==> src/rtl/seg7_pattern_decoder.sv <==
// Active-low 7-segment pattern to hex digit decoder with glitch filter and valid/ready output.
// Define SEG7_HEX_LETTERS_EN to accept the A-F patterns; otherwise only 0-9 decode.

module seg7_pattern_decoder #(
    parameter int unsigned STABLE_CYCLES = 4,
    parameter int unsigned ERR_W         = 8
) (
    input  logic             CLOCK_50,
    input  logic             Resetn,
    input  logic [6:0]       seg_in,
    output logic [3:0]       digit_out,
    output logic             digit_valid,
    input  logic             digit_ready,
    output logic             overflow,
    output logic [ERR_W-1:0] err_count,
    output logic             blank
);

    localparam logic [7:0] RunMax   = 8'(STABLE_CYCLES);
    localparam logic [7:0] AcceptAt = 8'(STABLE_CYCLES - 1);
    localparam logic [6:0] PatBlank = 7'h7F;

    typedef enum logic [0:0] {StIdle, StHold} state_e;

    logic [6:0] seg_meta;
    logic [6:0] seg_s;
    logic [6:0] seg_prev;
    logic [7:0] run_cnt;
    logic [7:0] run_next;
    logic       armed;
    logic       armed_next;
    logic       seg_changed;
    logic       accept;
    logic       dec_legal;
    logic [3:0] dec_digit;
    logic       acc_digit;
    logic       acc_blank;
    logic       acc_illegal;
    state_e     state;

    always_ff @(posedge CLOCK_50 or negedge Resetn) begin
        if (!Resetn) begin
            seg_meta <= PatBlank;
            seg_s    <= PatBlank;
        end else begin
            seg_meta <= seg_in;
            seg_s    <= seg_meta;
        end
    end

    // Accept fires on the cycle the run length reaches STABLE_CYCLES, so a change is
    // re-arming in the same cycle it is seen (needed when STABLE_CYCLES is 1).
    always_comb begin
        seg_changed = (seg_s != seg_prev);
        run_next    = 8'd0;
        if (!seg_changed) begin
            run_next = (run_cnt == RunMax) ? RunMax : run_cnt + 8'd1;
        end
        accept     = (armed || seg_changed) && (run_next == AcceptAt);
        armed_next = armed || seg_changed;
        if (accept) begin
            armed_next = 1'b0;
        end
    end

    always_ff @(posedge CLOCK_50 or negedge Resetn) begin
        if (!Resetn) begin
            seg_prev <= PatBlank;
            run_cnt  <= 8'd0;
            armed    <= 1'b1;
        end else begin
            seg_prev <= seg_s;
            run_cnt  <= run_next;
            armed    <= armed_next;
        end
    end

    always_comb begin
        dec_legal = 1'b1;
        dec_digit = 4'h0;
        case (seg_s)
            7'b1000000: dec_digit = 4'h0;
            7'b1111001: dec_digit = 4'h1;
            7'b0100100: dec_digit = 4'h2;
            7'b0110000: dec_digit = 4'h3;
            7'b0011001: dec_digit = 4'h4;
            7'b0010010: dec_digit = 4'h5;
            7'b0000010: dec_digit = 4'h6;
            7'b1111000: dec_digit = 4'h7;
            7'b0000000: dec_digit = 4'h8;
            7'b0010000: dec_digit = 4'h9;
`ifdef SEG7_HEX_LETTERS_EN
            7'b0001000: dec_digit = 4'hA;
            7'b0000011: dec_digit = 4'hB;
            7'b1000110: dec_digit = 4'hC;
            7'b0100001: dec_digit = 4'hD;
            7'b0000110: dec_digit = 4'hE;
            7'b0001110: dec_digit = 4'hF;
`endif
            default:    dec_legal = 1'b0;
        endcase
    end

    assign acc_digit   = accept && dec_legal;
    assign acc_blank   = accept && (seg_s == PatBlank);
    assign acc_illegal = accept && !dec_legal && (seg_s != PatBlank);

    always_ff @(posedge CLOCK_50 or negedge Resetn) begin
        if (!Resetn) begin
            err_count <= '0;
            blank     <= 1'b1;
        end else begin
            if (acc_illegal && (err_count != {ERR_W{1'b1}})) begin
                err_count <= err_count + ERR_W'(1);
            end
            if (acc_digit) begin
                blank <= 1'b0;
            end else if (acc_blank) begin
                blank <= 1'b1;
            end
        end
    end

    always_ff @(posedge CLOCK_50 or negedge Resetn) begin
        if (!Resetn) begin
            state       <= StIdle;
            digit_out   <= 4'h0;
            digit_valid <= 1'b0;
            overflow    <= 1'b0;
        end else begin
            case (state)
                StIdle: begin
                    if (acc_digit) begin
                        digit_out   <= dec_digit;
                        digit_valid <= 1'b1;
                        state       <= StHold;
                    end
                end
                StHold: begin
                    if (digit_ready) begin
                        if (acc_digit) begin
                            digit_out <= dec_digit;
                        end else begin
                            digit_valid <= 1'b0;
                            state       <= StIdle;
                        end
                    end else if (acc_digit) begin
                        overflow <= 1'b1;
                    end
                end
                default: begin
                    digit_valid <= 1'b0;
                    state       <= StIdle;
                end
            endcase
        end
    end

    a_valid_in_hold: assert property (@(posedge CLOCK_50) disable iff (!Resetn)
        digit_valid == (state == StHold));

`ifndef SEG7_HEX_LETTERS_EN
    a_decimal_only: assert property (@(posedge CLOCK_50) disable iff (!Resetn)
        digit_out <= 4'h9);
`endif

endmodule

==> config.mk <==
export PLATFORM = sky130hd
export DESIGN_NAME = seg7_pattern_decoder
export DESIGN_NICKNAME = d
export VERILOG_FILES = /design/src/rtl/seg7_pattern_decoder.sv
export SDC_FILE = /design/constraint.sdc
export NUM_CORES = 1
export LEC_CHECK = 0
export CELL_PAD_IN_SITES_DETAIL_PLACEMENT = 0
export CELL_PAD_IN_SITES_GLOBAL_PLACEMENT = 1
export CORE_ASPECT_RATIO = 1.25
export CORE_MARGIN = 8
export CORE_UTILIZATION = 44
export DETAILED_ROUTE_END_ITERATION = 16
export GPL_TIMING_DRIVEN = 0
export PLACE_DENSITY_LB_ADDON = 0.1
export SYNTH_ARGS = -nofsm -noshare
export SYNTH_HDL_FRONTEND = slang
export SYNTH_SLANG_ARGS = --single-unit
==> constraint.sdc <==
create_clock -name CLOCK_50 -period 2.2 [get_ports CLOCK_50]
set_input_delay 0.44 -clock CLOCK_50 [delete_from_list [all_inputs] [get_ports CLOCK_50]]
set_output_delay 0.44 -clock CLOCK_50 [all_outputs]
set_load 0.05 [all_outputs]
==> key figures <==
Flow run
  • Max Cap Viol: 0

Global route
  • Largest net degree at the start of global routing: 31
  • Vias in the first global route: 1477
  • Met1 usage: 12.3%
  • Global-route wire length before repair: 6.74 mm
  • GRT Overall Usage: 11.5%
  • Met2 GRT Util: 20.8%
  • Layer with the highest usage: met2
  • Initial antenna violation count: 0
  • Met3 Track Usage GR: 3.77%
  • Remaining global-route overflow: 0

Synthesis
  • Area leader, netlist: dfstp_2
  • Asr flop ratio synth: 100%
  • Syn nets: 183
  • Count of cell types in the netlist: 45
  • Top cells by area, synth: dfstp_2 (29%), dfrtp_1 (28%), xor2_1 (6.8%)
  • EDFF count, synth: 0
  • Syn Area/Cell: 12.1 sq um
  • Synth Cell Area: 0.00205 sq mm
  • Sequential fraction of the synthesis area: 57.6%
  • Mapped Cells: 170
  • Dominant synthesized flop cell: dfstp_2
  • Most frequent cells after synthesis: dfrtp_1 (23), dfstp_2 (23), nor2_1 (16), xor2_1 (16), nand3_1 (10)
  • Top cell type's share of synthesized area: 29.5%
  • Synthesis-stage register bit count: 46
  • YS warnings: 0

Layout
  • Area grow syn2layout: 26.7%
  • Fin nets: 224
  • ANT cells: 0
  • Layout cells sized above 1: 31.6%
  • Multi-input logic area: 838 sq um
  • Register area: 0.00118 sq mm
  • Fillers: 399
  • Fin util: 58.2%

Clock tree
  • Clk sinks: 46
  • Htree depth: 2
  • TritonCTS buffer count: 5
  • TritonCTS clock tree: yes
  • Worst-path clk slew: 90 ps
  • Number of hold buffers added after cts: 0
  • CTS Root Cell: clkbuf_8
  • Clock Path Buffers: 2
  • Clk Latency, worst-skew pair: 300 ps

Worst setup path
  • CP Data Arrival Time: 2300 ps
  • CP max FO: 5
  • Worst setup EP type: flip-flop
  • WP data required: 2390 ps
  • Reg2reg path depth: 7
  • Worst R2R Setup Slack: 80 ps
  • Startpoint type of the worst setup path: flip-flop
  • CP Class: reg2reg

Placed design
  • I/O Buffers: 24
  • Placer Congestion: 0.796
  • Dpl hpwl: 2.84 mm
  • Pre-CTS setup slack: -146 ps

STA
  • Final min period: 2120 ps
  • Max Fclk: 0.473 GHz
  • Fin worst setup slack: 84.6 ps
  • Setup-failing EPs final: 0
  • Relative slew slack: 65.5%
  • Hold Vio Cnt, Final: 0
  • Worst slew pin tran: 516 ps
  • Final Cycle Share: 96.2%
  • RSZ-0062 raised after global routing: yes
  • Final Skew: 4.03 ps
  • Slew Limit Fails: 0

Floorplanning
  • Core area: 0.00446 sq mm
  • DIE AREA: 0.00711 sq mm
  • Width of the chip: 77.0 um
  • Top-Level Pins: 25
  • Die height: 92.3 um
  • Initial Util: 46.0%
  • Row count: 27

Drt
  • Post-route ant nets: 0
  • WL per Instance: 14.4 um
  • DR pass1 iterations: 4
  • Iter 0 DRT Violations: 33
  • Via count: 1399
  • DRC viols: 0
  • Drt total wl: 3.89 mm
  • Vias per cell: 5.18

Power and ir drop
  • Worst ir drop on vdd: 0.563 mV
  • LEAKAGE: 0.00113 uW
  • Pwr dens: 591 mW/mm^2
  • Total power: 1530 uW

Status
  • Status: finished clean

Hold path
  • Hold/Removal Path Class: in2async
[state kept, by name, indices dropped and copies added, names as in the netlist]
name,flops
overflow,1
run_cnt,8
err_count,8
digit_valid,1
seg_s,7
armed,1
blank,1
seg_prev,7
seg_meta,7
digit_out,4
state,1
[where the power goes]
part           leakage [uW]  internal, uW  switching [uW]
logic              0.000514          56.6            59.5
clock network     0.0000491           230             291
registers          0.000563           882            15.2
total               0.00113          1170             365
[layout by cell type (no fill, tap or decap), types with 2 or more instances in the layout]
| master | count |
|---|---|
| nand2b_1 | 3 |
| a21oi_1 | 4 |
| inv_1 | 5 |
| buf_6 | 4 |
| nand3_1 | 9 |
| mux2_4 | 4 |
| o21bai_1 | 2 |
| nand4_1 | 4 |
| xnor2_1 | 4 |
| clkdlybuf4s50_1 | 23 |
| nor2b_1 | 2 |
| buf_2 | 2 |
| nand2_1 | 7 |
| and3_1 | 5 |
| nor3_1 | 3 |
| dfrtp_1 | 23 |
| nand3_2 | 2 |
| xor2_1 | 16 |
| buf_4 | 12 |
| dfstp_2 | 23 |
| clkbuf_8 | 5 |
| nor2_1 | 16 |
| ha_1 | 3 |
| nor4_2 | 2 |
[area by class of cell]
| class | instances | area share [%] |
|---|---|---|
| plain buffers | 4 | 1.49 |
| clock buffers | 5 | 2.65 |
| clock inverters | 3 | 0.915 |
| inverters | 5 | 0.723 |
| multi-input cells | 111 | 32.3 |
| flip-flops and latches | 46 | 45.4 |
| well taps | 58 | 2.79 |
| repair buffers | 38 | 13.7 |
[final timing paths]
path	from	end
min in group CLOCK_50	seg_meta[1]	seg_s[1]
max in group asynchronous	Resetn	armed
worst max register to register	seg_s[4]	digit_out[2]
worst min register to register	seg_meta[1]	seg_s[1]
worst max-delay path	seg_s[4]	digit_out[2]
worst min-delay path	Resetn	run_cnt[6]
[worst max-delay path, cell delays in order (launching register included)]
cell	delay, ps
dfstp_2	570
buf_6	120
nor4bb_4	330
a21boi_2	90
o211ai_2	220
nand3_2	130
nor2b_4	220
mux2_4	320
[metal layers]
layer,vias up,wire length [um]
met5,-,0
li1,663,-
met4,0,46
met2,25,2050
met3,5,155
met1,706,1640
[repair_timing]
action	CTS	global route
setup buffers	6	7
gates resized for setup	6	9
pin swaps	3	6
endpoints found under the setup margin	5	12
[metrics by stage]
stage	hold slack (ps)	setup TNS [ps]	instances	area, sq um
6_report	53.7	0	270	2600
5_1_grt	70.7	-60.6	270	2600
4_1_cts	57.8	0	265	2530
3_5_place_dp	347	-635	253	2380
3_3_place_gp	345	-9880	252	2360
2_1_floorplan	144	0	170	2050
[cell families after synthesis]
group                    count (synthesis)  synth area share [%]
AND/OR/NAND/NOR                         65                  19.3
flip-flops                              46                  57.6
XOR/XNOR                                20                  8.55
AO/OA/AOI/OAI                           18                  6.35
buffers and inverters                   13                  3.66
multiplexers                             5                  2.75
adder cells (fa/ha/maj)                  3                  1.83
(Power assumes the default switching activity.)
